<file path="config.mk">
export PLATFORM = sky130hd
export DESIGN_NAME = fifo_seq_ctrl_flat
export DESIGN_NICKNAME = d
export VERILOG_FILES = /design/src/rtl/fifo_seq_ctrl_if.sv /design/src/rtl/fifo_seq_ctrl.sv /design/src/flat_wrapper.sv
export SDC_FILE = /design/constraint.sdc
export NUM_CORES = 1
export LEC_CHECK = 0
export BUFFER_PORTS_ARGS = -buffer_cell sky130_fd_sc_hd__buf_2
export CAP_MARGIN = 5
export CELL_PAD_IN_SITES_DETAIL_PLACEMENT = 1
export CELL_PAD_IN_SITES_GLOBAL_PLACEMENT = 2
export CORE_ASPECT_RATIO = 0.7
export CORE_MARGIN = 2
export CORE_UTILIZATION = 39
export DETAILED_ROUTE_END_ITERATION = 16
export GPL_ROUTABILITY_DRIVEN = 0
export PLACE_DENSITY_LB_ADDON = 0.3
export SYNTH_ARGS = -nofsm -noshare
export SYNTH_HDL_FRONTEND = slang
export SYNTH_SLANG_ARGS = --single-unit
</file>
<file path="constraint.sdc">
create_clock -name clk -period 5.2 [get_ports clk]
set_input_delay 0.26 -clock clk [delete_from_list [all_inputs] [get_ports clk]]
set_output_delay 0.26 -clock clk [all_outputs]
set_load 0.02 [all_outputs]
</file>
<file path="src/rtl/fifo_seq_ctrl_if.sv">
// Handshake bundle between the FIFO test sequencer and the FIFO/board side.
interface fifo_seq_ctrl_if #(
    parameter int unsigned DW = 6,
    parameter int unsigned CW = 6
);
    logic          start;
    logic          fifo_full;
    logic          fifo_empty;
    logic [CW-1:0] fifo_cnt;
    logic [DW-1:0] fifo_dout;
    logic [DW-1:0] fifo_din;
    logic          fifo_wr_en;
    logic          fifo_rd_en;
    logic          busy;
    logic          done;
    logic          err;
    logic          timeout;
    logic [7:0]    err_cnt;

    // Sequencer side
    modport master (
        input  start, fifo_full, fifo_empty, fifo_cnt, fifo_dout,
        output fifo_din, fifo_wr_en, fifo_rd_en, busy, done, err, timeout, err_cnt
    );

    // FIFO / board side
    modport slave (
        output start, fifo_full, fifo_empty, fifo_cnt, fifo_dout,
        input  fifo_din, fifo_wr_en, fifo_rd_en, busy, done, err, timeout, err_cnt
    );
endinterface

</file>
<file path="src/rtl/fifo_seq_ctrl.sv">
// FIFO test sequencer: fills the FIFO with an incrementing pattern, waits for
// the flags to settle, drains it and counts read-back mismatches.
module fifo_seq_ctrl #(
    parameter int unsigned DW        = 6,
    parameter int unsigned DEPTH     = 32,
    parameter int unsigned CW        = 6,
    parameter int unsigned SETTLE    = 4,
    parameter int unsigned TIMEOUT   = 255,
    parameter int unsigned AUTO_LOOP = 0
) (
    input  logic            clk,
    input  logic            rst,
    fifo_seq_ctrl_if.master bus
);
    localparam int unsigned NW  = $clog2(DEPTH + 1);
    localparam int unsigned WDW = $clog2(TIMEOUT + 1);
    localparam int unsigned SW  = (SETTLE > 1) ? $clog2(SETTLE) : 1;

    typedef enum logic [2:0] {
        S_IDLE, S_WRITE, S_SETTLE_W, S_READ, S_FLUSH, S_DONE
    } state_t;

    state_t          state_q, state_d;
    logic [DW-1:0]   wr_data_q, wr_data_d;
    logic [DW-1:0]   exp_data_q, exp_data_d;
    logic [NW-1:0]   wr_num_q, wr_num_d;
    logic [NW-1:0]   rd_num_q, rd_num_d;
    logic [WDW-1:0]  wd_q, wd_d;
    logic [SW-1:0]   settle_q, settle_d;
    logic            rd_vld_q;
    logic            err_q, err_d;
    logic            timeout_q, timeout_d;
    logic [7:0]      err_cnt_q, err_cnt_d;
    logic            busy_q, done_q;

    logic            wr_en_c, rd_en_c, wd_hit_c;
    logic            unused_cnt;

    // The FIFO count is status only; it does not steer the sequencer.
    assign unused_cnt = ^bus.fifo_cnt;

    // Enables decode straight from state so a reset drops them at once.
    assign wr_en_c  = (state_q == S_WRITE) & ~bus.fifo_full & (wr_num_q < NW'(DEPTH));
    assign rd_en_c  = (state_q == S_READ) & ~bus.fifo_empty & (rd_num_q < wr_num_q);
    assign wd_hit_c = (wd_q == WDW'(TIMEOUT - 1));

    assign bus.fifo_wr_en = wr_en_c;
    assign bus.fifo_rd_en = rd_en_c;
    assign bus.fifo_din   = wr_data_q;
    assign bus.busy       = busy_q;
    assign bus.done       = done_q;
    assign bus.err        = err_q;
    assign bus.timeout    = timeout_q;
    assign bus.err_cnt    = err_cnt_q;

    // Next-state, counters, read-back compare and watchdog.
    always_comb begin
        state_d    = state_q;
        wr_data_d  = wr_data_q;
        exp_data_d = exp_data_q;
        wr_num_d   = wr_num_q;
        rd_num_d   = rd_num_q;
        wd_d       = '0;
        settle_d   = settle_q;
        err_d      = err_q;
        timeout_d  = timeout_q;
        err_cnt_d  = err_cnt_q;

        // Read data lands one cycle after the enable; compare it wherever we are.
        if (rd_vld_q) begin
            exp_data_d = exp_data_q + DW'(1);
            if (bus.fifo_dout != exp_data_q) begin
                err_d     = 1'b1;
                err_cnt_d = (err_cnt_q == 8'hFF) ? err_cnt_q : err_cnt_q + 8'd1;
            end
        end

        case (state_q)
            S_IDLE: begin
                if (bus.start) begin
                    state_d   = S_WRITE;
                    err_d     = 1'b0;
                    timeout_d = 1'b0;
                    err_cnt_d = 8'd0;
                    wr_num_d  = '0;
                    rd_num_d  = '0;
                end
            end
            S_WRITE: begin
                if (wr_en_c) begin
                    wr_data_d = wr_data_q + DW'(1);
                    wr_num_d  = wr_num_q + NW'(1);
                end else begin
                    wd_d = wd_q + WDW'(1);
                end
                if ((wr_num_q == NW'(DEPTH)) || bus.fifo_full) begin
                    state_d  = S_SETTLE_W;
                    settle_d = '0;
                end else if (!wr_en_c && wd_hit_c) begin
                    state_d   = S_DONE;
                    timeout_d = 1'b1;
                    err_d     = 1'b1;
                end
            end
            S_SETTLE_W: begin
                if (settle_q == SW'(SETTLE - 1)) begin
                    state_d = S_READ;
                end else begin
                    settle_d = settle_q + SW'(1);
                end
            end
            S_READ: begin
                if (rd_en_c) begin
                    rd_num_d = rd_num_q + NW'(1);
                end else begin
                    wd_d = wd_q + WDW'(1);
                end
                if (rd_num_q == wr_num_q) begin
                    state_d = S_FLUSH;
                end else if (!rd_en_c && wd_hit_c) begin
                    state_d   = S_DONE;
                    timeout_d = 1'b1;
                    err_d     = 1'b1;
                end
            end
            S_FLUSH: begin
                state_d = S_DONE;
            end
            S_DONE: begin
                if (AUTO_LOOP != 0) begin
                    state_d   = S_WRITE;
                    err_d     = 1'b0;
                    timeout_d = 1'b0;
                    err_cnt_d = 8'd0;
                    wr_num_d  = '0;
                    rd_num_d  = '0;
                end else begin
                    state_d = S_IDLE;
                end
            end
            default: begin
                state_d = S_IDLE;
            end
        endcase
    end

    // State and datapath registers.
    always_ff @(posedge clk or negedge rst) begin
        if (!rst) begin
            state_q    <= S_IDLE;
            wr_data_q  <= '0;
            exp_data_q <= '0;
            wr_num_q   <= '0;
            rd_num_q   <= '0;
            wd_q       <= '0;
            settle_q   <= '0;
            rd_vld_q   <= 1'b0;
            err_q      <= 1'b0;
            timeout_q  <= 1'b0;
            err_cnt_q  <= 8'd0;
            busy_q     <= 1'b0;
            done_q     <= 1'b0;
        end else begin
            state_q    <= state_d;
            wr_data_q  <= wr_data_d;
            exp_data_q <= exp_data_d;
            wr_num_q   <= wr_num_d;
            rd_num_q   <= rd_num_d;
            wd_q       <= wd_d;
            settle_q   <= settle_d;
            rd_vld_q   <= rd_en_c;
            err_q      <= err_d;
            timeout_q  <= timeout_d;
            err_cnt_q  <= err_cnt_d;
            busy_q     <= (state_d != S_IDLE);
            done_q     <= (state_d == S_DONE);
        end
    end
endmodule
</file>
<file path="src/flat_wrapper.sv">
// flat-port wrapper written by rule: the top's interface ports become plain ports
module fifo_seq_ctrl_flat 
#(
    parameter int unsigned DW        = 6,
    parameter int unsigned DEPTH     = 32,
    parameter int unsigned CW        = 6,
    parameter int unsigned SETTLE    = 4,
    parameter int unsigned TIMEOUT   = 255,
    parameter int unsigned AUTO_LOOP = 0
)
  (clk, rst, bus_start, bus_fifo_full, bus_fifo_empty, bus_fifo_cnt, bus_fifo_dout, bus_fifo_din, bus_fifo_wr_en, bus_fifo_rd_en, bus_busy, bus_done, bus_err, bus_timeout, bus_err_cnt);
  fifo_seq_ctrl_if #(.DW(DW), .CW(CW)) bus_i ();
  input  logic clk;
  input  logic rst;
  input wire logic [$bits(bus_i.start)-1:0] bus_start;
  input wire logic [$bits(bus_i.fifo_full)-1:0] bus_fifo_full;
  input wire logic [$bits(bus_i.fifo_empty)-1:0] bus_fifo_empty;
  input wire logic [$bits(bus_i.fifo_cnt)-1:0] bus_fifo_cnt;
  input wire logic [$bits(bus_i.fifo_dout)-1:0] bus_fifo_dout;
  output wire logic [$bits(bus_i.fifo_din)-1:0] bus_fifo_din;
  output wire logic [$bits(bus_i.fifo_wr_en)-1:0] bus_fifo_wr_en;
  output wire logic [$bits(bus_i.fifo_rd_en)-1:0] bus_fifo_rd_en;
  output wire logic [$bits(bus_i.busy)-1:0] bus_busy;
  output wire logic [$bits(bus_i.done)-1:0] bus_done;
  output wire logic [$bits(bus_i.err)-1:0] bus_err;
  output wire logic [$bits(bus_i.timeout)-1:0] bus_timeout;
  output wire logic [$bits(bus_i.err_cnt)-1:0] bus_err_cnt;
  assign bus_i.start = bus_start;
  assign bus_i.fifo_full = bus_fifo_full;
  assign bus_i.fifo_empty = bus_fifo_empty;
  assign bus_i.fifo_cnt = bus_fifo_cnt;
  assign bus_i.fifo_dout = bus_fifo_dout;
  assign bus_fifo_din = bus_i.fifo_din;
  assign bus_fifo_wr_en = bus_i.fifo_wr_en;
  assign bus_fifo_rd_en = bus_i.fifo_rd_en;
  assign bus_busy = bus_i.busy;
  assign bus_done = bus_i.done;
  assign bus_err = bus_i.err;
  assign bus_timeout = bus_i.timeout;
  assign bus_err_cnt = bus_i.err_cnt;
  fifo_seq_ctrl #(.DW(DW), .DEPTH(DEPTH), .CW(CW), .SETTLE(SETTLE), .TIMEOUT(TIMEOUT), .AUTO_LOOP(AUTO_LOOP)) u_core (.clk(clk), .rst(rst), .bus(bus_i));
endmodule
</file>
# Word level (Yosys, flattened, before mapping)
# Index checks and enable logic that the tools add are counted.
# Widths: inputs -> output; s select.
[word_totals]
in_bits = 17
regBits = 50
output_inout_bits = 20
word_cells = 101
[classes]
add_sub_neg = 7
bitwise_logic = 6
magnitude_cmp = 2
n_reduce_logical = 16
eq_ne = 20
n_mux = 37
[ops]
columns = ["operator", "n"]
rows = [
  ["$mux 8", 7],
  ["$add 6x1->6 const B", 4],
  ["$pmux 6 s2", 2],
  ["$mux 3", 6],
  ["$mux 6", 3],
  ["$add 8x1->8 const B", 2],
  ["$eq 8x8->1 const B", 2],
  ["$pmux 8 s2", 1],
  ["$pmux 3 s5", 1],
  ["$ne 2x2->1 const B", 7],
  ["$mux 1", 12],
  ["$reduce_and 3->1", 3],
  ["$eq 3x2->1 const B", 2],
  ["$eq 3x3->1 const B", 2],
  ["$eq 6x6->1", 1],
  ["$eq 6x6->1 const B", 1],
  ["$lt 6x6->1", 1],
  ["$lt 6x6->1 const B", 1],
  ["$ne 6x6->1", 1],
  ["$pmux 1 s3", 2],
  ["$reduce_and 6->1", 1],
  ["$reduce_bool 2->1", 3],
  ["$reduce_bool 3->1", 2],
  ["$and 1x1->1", 4],
  ["12 further kinds", 17],
]

# Longest topological paths before layout
[logic_depth]
ltp_word = 9
depth_mapped = 8
ltp_nobuf = 7

# Worst setup path after synthesis
# No wires, ideal clock.
[synth_timing]
path_kind = "reg-to-reg"
start = "register u_core.wr_num_q[5]"
end = "register u_core.wd_q[2]"
path_stages_with_launch = 9
path_buffers = 1
setup_ns = 0.119
t_required_ns = 5.081
arrival_ns = 1.898
setup_slack_ns = 3.183
synth_period_minus_slack_ns = 2.017
path_cell_list = "dfrtp_1 inv_1 ha_1 a211oi_1 nand2_2 nor3_4 or3_1 buf_4 nor2_1"
[synth_via]
elab_chain_len = 4
elab_cells_between_ends = 7
cone_classes = "2 x order compare; 3 x mux; 2 x bitwise"
[synth_rtl]
columns = ["item", "line", "text"]
rows = [
  ["from (decl)", "fifo_seq_ctrl.sv:26", "logic [NW-1:0] wr_num_q, wr_num_d;"],
  ["from (signal assigned)", "fifo_seq_ctrl.sv:167", "wr_num_q <= wr_num_d;"],
  ["$lt 6x6->1", "fifo_seq_ctrl.sv:44", "assign rd_en_c = (state_q == S_READ) & ~bus.fifo_empty & (rd_num_q < wr_num_q);"],
  ["$and 1x1->1", "fifo_seq_ctrl.sv:44", ""],
  ["via bus_fifo_rd_en", "flat_wrapper.sv:22", "output wire logic [$bits(bus_i.fifo_rd_en)-1:0] bus_fifo_rd_en;"],
  ["$mux 8", "fifo_seq_ctrl.sv:113", "if (rd_en_c) begin"],
  ["$pmux 8 s2", "fifo_seq_ctrl.sv:78", "case (state_q)"],
  ["via u_core.wd_d[2]", "fifo_seq_ctrl.sv:28", "logic [WDW-1:0] wd_q, wd_d;"],
  ["to (signal assigned)", "fifo_seq_ctrl.sv:169", "wd_q <= wd_d;"],
  ["to (decl)", "fifo_seq_ctrl.sv:28", ""],
]
# The timed path passes the listed nets, and every way through them passes these cells.
# A chain may end at the register's enable or synchronous reset.

# Worst setup path after layout
[layout_timing]
start = "register u_core.wr_num_q[5]"
end = "output bus_fifo_rd_en"
[layout_via]
elab_chain_len = 2
[layout_rtl]
columns = ["item", "line"]
rows = [
  ["$lt 6x6->1", "fifo_seq_ctrl.sv:44"],
  ["$and 1x1->1", "fifo_seq_ctrl.sv:44"],
  ["to (decl)", "flat_wrapper.sv:22"],
]
# Every way passes these cells.

==> run metrics <==
Distinct cells, synth=50; Worst setup SP type=flip-flop; largest family of logic cells by synthesized area=simple AND/OR/NAND/NOR gates; Final TNS setup=0 ps; VDD IR max=0.179 mV; post-synthesis mux area share=0.0302; final critical-path share of the clock period=0.493; # Max-Cap Violations=0; post-synthesis compound-gate area fraction=0.0847; fin nets=342; Pre-antenna DRT Iters=4; Clk pin slew, worst setup/hold paths=90 ps; Post-Synth XOR/XNOR Area=0.0865; total number of vias=2119; TritonCTS Buffers=5; DR WL/cell=15.2 microns; cell area after synthesis=2730 sq um; post-CTS setup buffer count=0; fill count=818; RSZ-0062 raised after global routing=false; Pwr Density=410 nW/um^2; number of inserted diodes=0; Cell Rows=25; CTS tree=yes; number of top-level pins=37; CP required=4940 ps; Synth Area in Simple Gates=0.239; LEAKAGE=1.48 nW; share of cells above drive strength 1=0.167; Crit Path Category=reg2out; area grow syn2layout=12.9%; Final Slew Violations=0; # DRC=0; hpwl dp=4480 microns; Syn Area/Cell=9.76 sq um; clk_lat worst skew=300 ps; DRT Wirelength=6140 microns; clock root buffer=clkbuf_8; first-pass GRT wire length=10500 microns; clk_skew=7.43 ps; Crit Path Max Fanout=10; CTS max path bufs=2; H-tree depth=2; initial antenna violation count=0; Die Y=74.1 microns; critical path arrival=2300 ps; Synth Area in Adders=0.0686; register area share after synthesis=0.458; final setup fails=0; syn_nets=312; largest net degree at the start of global routing=51; Die Wd=104 microns; DRT antenna net count=0; footprint of the multi-input gates=1410 sq um; Max-Slew Margin vs Limit=0.292; vias in the first global route=2139; PostCTS Resize Cnt=0; cts hold-fix bufs=0; Die Area=7710 sq um; Slew @ Worst Pin=1050 ps; core box area=6760 sq um; fmax=390 MHz; vias per cell=5.23; Initial Utilization=0.405; Mapped Cells=280; Remaining Overflow, GRT=0; CP Capture Type=output port; Global Route Usage Sum=0.172; register area=1250 sq um; outcome=complete, no violations; Hold WC Path Type=in2async; Power Total=0.00127 W; Ys Warns=0; # port buffers=30; number of synthesized register bits=50; final hold violations=0; CTS sink cnt=50; Tmin final=2560 ps; First DRT Iteration DRCs=58
## sequential cells by signal, indices dropped and copies added (netlist names)
signal and cells:
u_core.bus.err 1, u_core.bus.timeout 1, u_core.exp_data_q 6, u_core.bus.err_cnt 8, u_core.bus.done 1, u_core.settle_q 2
u_core.bus.fifo_din 6, u_core.rd_vld_q 1, u_core.rd_num_q 6, u_core.bus.busy 1, u_core.state_q 3, u_core.wr_num_q 6
u_core.wd_q 8
## worst paths after layout
| check | startpoint | slack (ps) | end | cells past startpoint |
|---|---|---|---|---|
| worst max-delay path | u_core.wr_num_q[5] | 2640 | bus_fifo_rd_en | 6 |
| worst min-delay path | rst | 50 | u_core.settle_q[0] | 2 |
| worst max register to register | u_core.wr_num_q[5] | 2880 | u_core.wd_q[4] | 7 |
| worst min register to register | u_core.bus.fifo_din[5] | 470 | u_core.bus.fifo_din[5] | 1 |
| max in group asynchronous | rst | 4710 | u_core.wr_num_q[0] | 2 |
| min in group clk | bus_fifo_empty | 340 | u_core.rd_vld_q | 4 |
## cell usage after synthesis (all sizes together)
master / instances / area (sq um)
nor4: 4 / 25.0
a211oi: 2 / 15.0
a31oi: 3 / 18.8
and2: 2 / 12.5
nand3: 13 / 65.1
a41oi: 1 / 8.76
and4b: 1 / 10.0
ha: 15 / 188
nand3b: 2 / 15.0
and2b: 1 / 7.51
a21o: 3 / 22.5
nor2b: 1 / 6.26
a21oi: 6 / 41.3
a32oi: 1 / 8.76
nor4b: 1 / 8.76
o221ai: 1 / 8.76
or3b: 1 / 8.76
or3: 2 / 12.5
mux2: 2 / 22.5
o22ai: 1 / 6.26
xnor2: 12 / 105
and4: 5 / 43.8
buf: 7 / 41.3
inv: 11 / 41.3
clkbuf: 2 / 7.51
nand2b: 3 / 21.3
o21a: 1 / 7.51
o21ai: 12 / 60.1
nor2: 31 / 116
nand2: 32 / 123
a221oi: 1 / 8.76
mux2i: 6 / 60.1
xor2: 15 / 131
nand4: 12 / 81.3
o2111ai: 1 / 8.76
or2: 4 / 25.0
o31a: 1 / 8.76
and3: 3 / 18.8
and3b: 1 / 8.76
nor3: 5 / 36.3
o31ai: 1 / 7.51
nand4b: 1 / 8.76
dfrtp: 50 / 1250
## layout by cell type, fill, tap and decap left out, types with 12 or more instances in the layout
cell,netlist,layout
nor2_1,31,31
nand2_1,31,31
xnor2_1,12,12
xor2_1,15,15
dfrtp_1,50,50
ha_1,15,15
o21ai_0,12,12
buf_2,3,30
nand3_1,13,13
## through the flow
| stage | instance area, sq um | hold slack, ps | setup WS [ps] | cells | utilization |
|---|---|---|---|---|---|
| global route | 3090 | 84.1 | 2460 | 405 | 0.457 |
| global placement | 2980 | 421 | 2920 | 397 | 0.441 |
| CTS | 3090 | 88.1 | 2570 | 405 | 0.457 |
| finish | 3090 | 47.9 | 2640 | 405 | 0.457 |
| floorplan | 2730 | -35.6 | 3180 | 280 | - |
| detailed placement | 2980 | 423 | 2830 | 397 | 0.441 |
## per-layer routing
layer | vias to the layer above | track usage | share of wire
met5 | - | 0 | 0
met4 | 0 | 0.0480 | 0.0090
met3 | 4 | 0.0412 | 0.034
met2 | 27 | 0.286 | 0.45
met1 | 1050 | 0.230 | 0.50
li1 | 1038 | - | -
## cell type report
cell class	count	share of cell area
multi-input cells	210	0.455
flip-flops and latches	50	0.405
inverters	11	0.0134
clock inverters	1	0.00973
well taps	94	0.0381
clock buffers	7	0.0247
repair buffers	32	0.0535
## logic make-up after synthesis
family                     count (synthesis)
AOI/OAI and AO/OA                         35
xor gates and xnor gates                  27
adders and majority gates                 15
buffers and inverters                     20
DFF                                       50
muxes                                      8
and+or+nand+nor                          125
## power by group
group	total [W]	leakage [nW]	switching (W)	internal, W
clock network	0.000274	0.0524	0.000130	0.000144
logic	0.000422	0.755	0.000254	0.000169
registers	0.000570	0.674	0.000107	0.000463
## worst max-delay path, stage by stage (launching register included)
cell      delay [ps]
dfrtp_1          460
inv_1             80
ha_1             330
a211oi_1         330
nand2_2          150
nor3_4           410
buf_2            240
Power figures use the tool's default switching activity.
